### src/rtl/tone_sequencer.sv
`default_nettype none
// ============================================================================
// Module      : tone_sequencer
// Description : Plays a programmed table of square-wave tones on one output.
//               Each table entry holds a half-period (hp) and a duration
//               (dur). An entry lasts 2*(hp+1)*(dur+1) cycles, and q toggles
//               every hp+1 cycles. An entry with hp=0 is a rest: its timing
//               is unchanged, but q is held low.
// Ports       : clk, reset          - clock, synchronous active-high reset
//               wr_en/wr_addr/wr_hp/wr_dur - table write port (any state)
//               last_idx            - final entry index, latched on start
//               start, stop         - begin / abort the sequence
//               q                   - registered square-wave output
//               busy, done, cur_idx - playback status
// Options     : TONE_SEQUENCER_LOOP_EN adds input 'loop'. When loop is high
//               at the end of the last entry, playback wraps to entry 0.
// Revision    : 1.0 - initial release
// ============================================================================
module tone_sequencer #(
  parameter int HP_W   = 8,
  parameter int DUR_W  = 8,
  parameter int ADDR_W = 3
) (
  input  logic              clk,
  input  logic              reset,
  input  logic              wr_en,
  input  logic [ADDR_W-1:0] wr_addr,
  input  logic [HP_W-1:0]   wr_hp,
  input  logic [DUR_W-1:0]  wr_dur,
  input  logic [ADDR_W-1:0] last_idx,
  input  logic              start,
  input  logic              stop,
`ifdef TONE_SEQUENCER_LOOP_EN
  input  logic              loop,
`endif
  output logic              q,
  output logic              busy,
  output logic              done,
  output logic [ADDR_W-1:0] cur_idx
);

  localparam int DEPTH = 2**ADDR_W;

  typedef enum logic [0:0] {
    S_IDLE = 1'b0,
    S_PLAY = 1'b1
  } state_e;

  // Tone table
  logic [HP_W-1:0]   hp_tbl_q  [DEPTH];
  logic [DUR_W-1:0]  dur_tbl_q [DEPTH];

  // Playback state and working copy of the current entry
  state_e            state_q;
  logic [ADDR_W-1:0] cur_idx_q;
  logic [ADDR_W-1:0] last_q;
  logic [HP_W-1:0]   hp_q;
  logic [DUR_W-1:0]  dur_q;
  logic [HP_W-1:0]   cnt_q;
  logic [DUR_W-1:0]  per_q;
  logic              tog_q;   // unmasked toggle; q is this gated by hp!=0
  logic              q_q;
  logic              busy_q;
  logic              done_q;

  logic              cnt_hit;
  logic              entry_end;
  logic              last_entry;
  logic [ADDR_W-1:0] idx_next_d;

  assign cnt_hit    = (cnt_q == hp_q);
  // An entry ends on its final falling toggle.
  assign entry_end  = cnt_hit && tog_q && (per_q == dur_q);
  assign last_entry = (cur_idx_q == last_q);
  assign idx_next_d = cur_idx_q + ADDR_W'(1);

  // Table writes. Loads read the pre-edge contents, so a same-edge write
  // and load of one address yields the old value.
  always_ff @(posedge clk) begin
    if (reset) begin
      for (int i = 0; i < DEPTH; i++) begin
        hp_tbl_q[i]  <= '0;
        dur_tbl_q[i] <= '0;
      end
    end else if (wr_en) begin
      hp_tbl_q[wr_addr]  <= wr_hp;
      dur_tbl_q[wr_addr] <= wr_dur;
    end
  end

  always_ff @(posedge clk) begin
    if (reset) begin
      state_q   <= S_IDLE;
      cur_idx_q <= '0;
      last_q    <= '0;
      hp_q      <= '0;
      dur_q     <= '0;
      cnt_q     <= '0;
      per_q     <= '0;
      tog_q     <= 1'b0;
      q_q       <= 1'b0;
      busy_q    <= 1'b0;
      done_q    <= 1'b0;
    end else begin
      done_q <= 1'b0;
      case (state_q)
        S_IDLE: begin
          if (start && !stop) begin
            state_q   <= S_PLAY;
            busy_q    <= 1'b1;
            cur_idx_q <= '0;
            last_q    <= last_idx;
            hp_q      <= hp_tbl_q[{ADDR_W{1'b0}}];
            dur_q     <= dur_tbl_q[{ADDR_W{1'b0}}];
            cnt_q     <= '0;
            per_q     <= '0;
            tog_q     <= 1'b0;
            q_q       <= 1'b0;
          end
        end
        S_PLAY: begin
          if (stop) begin
            // Abort takes priority over an entry end in the same cycle.
            state_q   <= S_IDLE;
            busy_q    <= 1'b0;
            cur_idx_q <= '0;
            cnt_q     <= '0;
            per_q     <= '0;
            tog_q     <= 1'b0;
            q_q       <= 1'b0;
          end else if (entry_end) begin
            cnt_q <= '0;
            per_q <= '0;
            tog_q <= 1'b0;
            q_q   <= 1'b0;
            if (!last_entry) begin
              cur_idx_q <= idx_next_d;
              hp_q      <= hp_tbl_q[idx_next_d];
              dur_q     <= dur_tbl_q[idx_next_d];
            end
`ifdef TONE_SEQUENCER_LOOP_EN
            else if (loop) begin
              cur_idx_q <= '0;
              hp_q      <= hp_tbl_q[{ADDR_W{1'b0}}];
              dur_q     <= dur_tbl_q[{ADDR_W{1'b0}}];
            end
`endif
            else begin
              state_q   <= S_IDLE;
              busy_q    <= 1'b0;
              done_q    <= 1'b1;
              cur_idx_q <= '0;
            end
          end else if (cnt_hit) begin
            cnt_q <= '0;
            tog_q <= ~tog_q;
            // A rest keeps its timing but never drives q high.
            q_q   <= ~tog_q & (hp_q != '0);
            if (tog_q) begin
              per_q <= per_q + DUR_W'(1);
            end
          end else begin
            cnt_q <= cnt_q + HP_W'(1);
          end
        end
        default: state_q <= S_IDLE;
      endcase
    end
  end

  assign q       = q_q;
  assign busy    = busy_q;
  assign done    = done_q;
  assign cur_idx = cur_idx_q;

endmodule
`default_nettype wire
### config.mk
export PLATFORM = sky130hd
export DESIGN_NAME = tone_sequencer
export DESIGN_NICKNAME = d
export VERILOG_FILES = /design/src/rtl/tone_sequencer.sv
export SDC_FILE = /design/constraint.sdc
export NUM_CORES = 1
export LEC_CHECK = 0
export CAP_MARGIN = 20
export CORE_MARGIN = 2
export CORE_UTILIZATION = 45
export DETAILED_ROUTE_END_ITERATION = 10
export GPL_TIMING_DRIVEN = 0
export HOLD_SLACK_MARGIN = 0.15
export PLACE_DENSITY = 0.59
export SYNTH_ARGS = -nofsm -noshare
export SYNTH_HDL_FRONTEND = slang
export SYNTH_SLANG_ARGS = --single-unit
### constraint.sdc
create_clock -name clk -period 2.7 [get_ports clk]
set_clock_uncertainty 0.2 [all_clocks]
set_input_delay 0.405 -clock clk [delete_from_list [all_inputs] [get_ports clk]]
set_output_delay 0.405 -clock clk [all_outputs]
set_load 0.05 [all_outputs]
; Word-level counts from Yosys, hierarchy flattened
; Memory sizes are Yosys's and may differ from the RTL's.
; Cells that the tools add are included.
; W data, S select, Z words.
[word_totals]
in_bits = 27
romBits = 0
n_memories = 2
word_cells = 101
latch_bits = 0
ram_bits = 128
out_inout_bits = 6
regBits = 43
[classes]
n_eq_ne = 11
magnitude_cmp = 0
n_addsub = 3
multipliers = 0
n_shift = 0
div = 0
bitwise = 4
reduce_logical = 14
n_mux = 56
[memory_table]
columns = name, depth, width, rd, rd_ports_with_merged_regs, write_ports, line_no
row1 = dur_tbl_q, 8, 8, 2, 0, 8, 51  ; logic [DUR_W-1:0] dur_tbl_q [DEPTH];
row2 = hp_tbl_q, 8, 8, 2, 0, 8, 50  ; logic [HP_W-1:0] hp_tbl_q [DEPTH];
[op_table]
columns = operator, n
row1 = $mux W8, 18
row2 = $pmux W8 S2, 4
row3 = $mux W1, 23
row4 = $mux W3, 6
row5 = $add A8 B1 Y8 const B, 2
row6 = $eq A8 B8 Y1, 2
row7 = $reduce_or A8 Y1, 2
row8 = $ne A4 B2 Y1 const B, 2
row9 = $pmux W1 S2, 4
row10 = $reduce_bool A8 Y1, 1
row11 = $ne A2 B2 Y1 const B, 3
row12 = $ne A3 B2 Y1 const B, 2
row13 = $pmux W3 S2, 1
row14 = $reduce_and A2 Y1, 3
row15 = $reduce_and A3 Y1, 2
row16 = $reduce_and A4 Y1, 1
row17 = $reduce_or A4 Y1, 1
row18 = $add A3 B1 Y3 const B, 1
row19 = $eq A3 B3 Y1, 1
row20 = $logic_and A1 B1 Y1, 3
row21 = $not A1 Y1, 3
row22 = $ne A2 B1 Y1 const B, 1
row23 = $and A1 B1 Y1, 1
row24 = $logic_not A1 Y1, 1

; Longest topological paths before layout
[logic_depth]
word_depth = 6
mapped_depth = 7

; Least setup slack after synthesis
; Ideal clock, no wire load.
[synth_path]
path_kind = register to register
from = register cur_idx_q[0], in the netlist cur_idx[0]
to = register dur_q[6]
t_arrival_ps = 2052
required_ps = 2368
stages_incl_launch_ff = 7
setup_time_ps = 132
slack_ps = 316
n_path_buf = 2
synth_period_minus_slack_ps = 2384
path_cell_list = dfxtp_1 -> buf_2 -> buf_2 -> mux4_2 -> mux2i_1 -> a211o_1 -> mux2i_1
[synth_between]
elab_chain_len = 6
elab_cells_between_ends = 9
cone_classes = add/sub: 1 / eq/ne: 2 / mux: 4 / reduce/logical: 1 / memory: 1
[synth_rtl]
columns = item, line_no
row1 = from (decl), 55  ; logic [ADDR_W-1:0] cur_idx_q;
row2 = from (signal assigned), 137  ; cur_idx_q <= idx_next_d;
row3 = $add A3 B1 Y3, 75  ; assign idx_next_d = cur_idx_q + ADDR_W'(1);
row4 = $mem_v2 Z8 W8, --
row5 = $mux W8, 136  ; if (!last_entry) begin
row6 = $mux W8, 131  ; end else if (entry_end) begin
row7 = $mux W8, 122  ; if (stop) begin
row8 = $pmux W8 S2, 106  ; case (state_q)
row9 = to (signal assigned), 114  ; dur_q <= dur_tbl_q[{ADDR_W{1'b0}}];
row10 = to (signal assigned), 139  ; dur_q <= dur_tbl_q[idx_next_d];
row11 = to (decl), 58  ; logic [DUR_W-1:0] dur_q;
; Parallel ways exist; a longest one is shown, timed or not. The select of a mux whose other input is x is not followed.
; A chain may end at the register's enable or synchronous reset.

==> impl_summary.txt <==
----------------------------------------------------
[GRT]
  Number of global-route vias before repair ... between 5,000 and 6,000
  Antenna violations before repair ... 0
  Global-route wire length before repair ... roughly 29 mm
  Pin count of the biggest net entering global routing ... 17
  Residual overflow from global routing ... 0
  Aggregate global-route resource usage ... 0.201

[Route]
  Number of iterations in the first detailed-routing pass ... 5
  Number of DRC markers in iteration 0 ... between 300 and 400
  Drc violations ... 0
  Wire length per cell ... just over 20 um
  Wire length after detailed routing ... roughly 18 mm
  Residual antenna-violating net count after detailed routing ... 0
  Vias per cell ... ~5.4
  Total via count in the routed design ... 4,923

[CTS]
  Count of clock tree sinks ... ~170
  H-tree depth ... 4
  Number of buffers on the longest clock path ... 2
  Number of buffers created by CTS ... 17
  CTS tree ... built
  Setup Fix Bufs, Post-CTS ... 0
  Clock tree root buffer cell ... sky130_fd_sc_hd__clkbuf_16
  Reg clk slew, reported paths ... about 0.070 ns
  Clock latency reported for the late side of the worst-skew pair ... between 0.4 and 0.5 ns

[Power and ir drop]
  Worst vdd ir ... 0.400 mV
  Total power ... between 5 and 6 mW
  Cell leakage power ... about 3.3 nW
  Power density over the cells ... 624 nW/um^2

[Worst setup path]
  Chain of cells forming the critical path ... clkdlybuf4s50_1, or3b_2, nor2_1, or2_2
  Number of cells on the worst reg-to-reg path ... 7
  Count of buffering cells on the critical path with inverters included ... 1
  Crit path max-delay family ... simple AND/OR/NAND/NOR gates
  Category of the critical setup timing path ... input port to flop
  End of the worst register-to-register path ... dur_q[1]
  R2R Path Start ... cur_idx[1]
  Max incr delay on CP ... around 0.56 ns
  Critical path launch point type ... input port
  Endpoint class of the critical path ... flop
  Peak fanout along the critical path ... 16
  Arr. time, crit path ... 2.51 ns
  Required time worst endpoint ... 2.56 ns
  Cell type of the slowest stage on the worst timing path ... sky130_fd_sc_hd__or3b_2
  Worst reg2reg setup slack ... ~0.23 ns

[Cells and area]
  Post-route core utilization ... 0.522
  Post-route design area ... 9290 um^2
  Fraction of layout cells with a size suffix above 1 ... 0.137
  Filler cells ... roughly 1,500
  Final net count ... approximately 700
  # diodes ... 0
  Area added between synthesis and finish ... 14.7%

[Place]
  Instance area at placement ... around 8700 um^2
  Post-detail-place hpwl ... ~13 mm
  Routability congestion estimate ... about 0.84
  Port Buffer Count ... 32

[STA]
  Count of final max-slew check failures ... 0
  Post-route fraction of the period consumed by the critical path ... 0.979
  Normalized max-slew margin ... 0.524
  Fmax achieved ... about 0.38 GHz
  Hold violation count in the final report ... 0
  Setup repair after global routing missed its margin ... false
  Final critical delay including setup and external delays ... approximately 2.6 ns
  Final setup violation count ... 0
  Transition time of the tightest slew-check pin ... a little over 0.7 ns

[Hold path]
  Worst hold path class ... flop to flop
  Worst Hold Path EP ... q
  Hold path startpoint ... q
  Min-Delay Path Depth ... 2

[Synthesis]
  Top_reg_cell synth ... sky130_fd_sc_hd__edfxtp_1
  Top area cells in the synthesized netlist ... sky130_fd_sc_hd__edfxtp_1 (47%), sky130_fd_sc_hd__dfxtp_1 (11%), sky130_fd_sc_hd__and2_1 (9.9%)
  Ys async rst share ... 0
  Net count of the mapped netlist ... between 600 and 700
  Post-synth top area cell ... sky130_fd_sc_hd__edfxtp_1
  Yosys top cell area share ... 0.475
  Count of unique library cells instantiated by Yosys ... 48
  Post-Syn Instances ... ~600
  Post-synth EDFFs ... between 100 and 150
  Avg Synthesized Cell Area ... 13.2 um^2
  Number of warnings issued by yosys ... 0
  Post-synth design cell area ... approximately 8100 um^2
  Sequential fraction of the synthesis area ... 0.581
  Total of flip-flops plus latches after synthesis ... between 150 and 200

[Floorplanning]
  Vertical die dimension ... 138 um
  Placeable core region ... around 18,000 um^2
  Top-level I/O count ... 33
  Width of the die ... roughly 140 um
  Initial cell density of the core ... 0.455
  Number of placement rows ... between 40 and 50
  Area enclosed by the die boundary ... roughly 19,000 um^2

[Job]
  Maximum Capacitance Violations ... 0

[Run status]
  Outcome ... completed

----------------------------------------------------
-- through the flow --
stage	setup TNS [ns]	hold slack (ns)	cells	setup WS, ns
floorplan	0	0.264	613	0.316
global placement	-52.77	0.274	874	-0.625
detailed placement	-56.28	0.267	875	-0.673
CTS	0	0.279	906	0.0237
global route	0	0.324	906	0.00504
finish	0	0.278	906	0.0559
-- cells by family (layout without fill, tap and decap cells) --
kind of cell	after synthesis	in the layout	synth area share
simple gates	253	253	0.182
fa+ha+maj	3	3	0.00464
flops	171	171	0.581
xor+xnor	27	27	0.0301
mux	68	68	0.134
buf+inv	38	102	0.0198
compound gates	53	53	0.0482
-- flip-flops by register name, summed over array words and instances, names as in the netlist, 3 cells and up --
register and flops:
cnt_q 8, last_q 3, dur_q 8, dur_tbl_q 64, hp_q 8, cur_idx 3
per_q 8, hp_tbl_q 64
-- cell type report --
cell class / instances / area [um^2] / area share
Clock inverter: 14 / 138 / 0.0148
Tap cell: 229 / 287 / 0.0309
Buffer: 32 / 141 / 0.0152
Inverter: 6 / 22.5 / 0.00243
Sequential cell: 171 / 4700 / 0.507
Timing Repair Buffer: 33 / 328 / 0.0353
Clock buffer: 17 / 425 / 0.0458
Multi-Input combinational cell: 404 / 3240 / 0.349
-- cells in the mapped netlist (all sizes together), types with 2 or more instances --
cell	n
nor4	5
xnor2	11
o21bai	2
and2	129
or3	4
mux2i	36
nand2	12
nand2b	19
a31oi	2
nand3	7
nand4	7
edfxtp	128
clkbuf	23
or2	9
mux4	32
or4	4
dfxtp	43
nor3	7
o21ai	10
nor2b	6
nor2	38
xor2	16
a21oi	11
ha	3
nand3b	2
buf	9
a211o	16
o31ai	4
inv	6
-- cell usage in the layout, fill, tap and decap left out, types with 6 or more instances in the layout --
cell	Yosys	layout
sky130_fd_sc_hd__edfxtp_1	128	128
sky130_fd_sc_hd__dfxtp_1	43	43
sky130_fd_sc_hd__inv_1	6	6
sky130_fd_sc_hd__nor2b_1	6	6
sky130_fd_sc_hd__mux4_2	32	32
sky130_fd_sc_hd__nand2b_1	19	19
sky130_fd_sc_hd__mux2i_1	36	36
sky130_fd_sc_hd__clkbuf_16	0	17
sky130_fd_sc_hd__and2_1	128	128
sky130_fd_sc_hd__nand4_1	7	7
sky130_fd_sc_hd__nand3_1	7	7
sky130_fd_sc_hd__xor2_1	15	15
sky130_fd_sc_hd__a211o_1	16	16
sky130_fd_sc_hd__or2_2	9	9
sky130_fd_sc_hd__nand2_1	12	12
sky130_fd_sc_hd__o21ai_0	9	9
sky130_fd_sc_hd__nor2_1	38	38
sky130_fd_sc_hd__xnor2_1	11	11
sky130_fd_sc_hd__clkbuf_1	23	20
sky130_fd_sc_hd__a21oi_1	11	11
sky130_fd_sc_hd__clkdlybuf4s50_1	0	32
-- worst register-to-register path, cell delays in order (launching register included) --
cell and delay [ns]:
sky130_fd_sc_hd__dfxtp_1 0.35, sky130_fd_sc_hd__ha_1 0.28, sky130_fd_sc_hd__clkbuf_1 0.34, sky130_fd_sc_hd__clkbuf_2 0.44, sky130_fd_sc_hd__mux4_2 0.37, sky130_fd_sc_hd__mux2i_1 0.15, sky130_fd_sc_hd__a211o_1 0.17, sky130_fd_sc_hd__mux2i_1 0.07
-- repair_timing --
action	in CTS	in global routing
cloned	0	0
pin swaps	0	0
hold buffers	0	0
endpoints found under the setup margin	55	10
resized for setup	4	2
-- routing by layer --
| metal | GRT usage | share of wire | vias up |
|---|---|---|---|
| met5 | 0 | 0 | - |
| met4 | 0.0677 | 0.017 | 0 |
| met3 | 0.0447 | 0.048 | 21 |
| met2 | 0.341 | 0.50 | 115 |
| met1 | 0.256 | 0.43 | 2435 |
| li1 | - | - | 2352 |
-- power breakdown --
part           switching (mW)  internal (mW)  leakage (nW)
combinational           0.248          0.173          1.42
sequential             0.0524           2.96          1.58
clock                    1.07           1.29         0.265
total                    1.37           4.42          3.26
-- worst max path at each step --
stage          slack, ns  cells after the start             end       start
2_1_floorplan       0.32                      6        dur_q[6]  cur_idx[0]
3_5_place_dp       -0.67                      4  hp_tbl_q[2][2]       reset
4_1_cts             0.02                      7        dur_q[2]  cur_idx[1]
5_1_grt            0.005                      4  hp_tbl_q[1][0]       reset
3_3_place_gp       -0.62                      4  hp_tbl_q[2][2]       reset
6_report            0.06                      4  hp_tbl_q[1][0]       reset
Power figures use the tool's default switching activity.
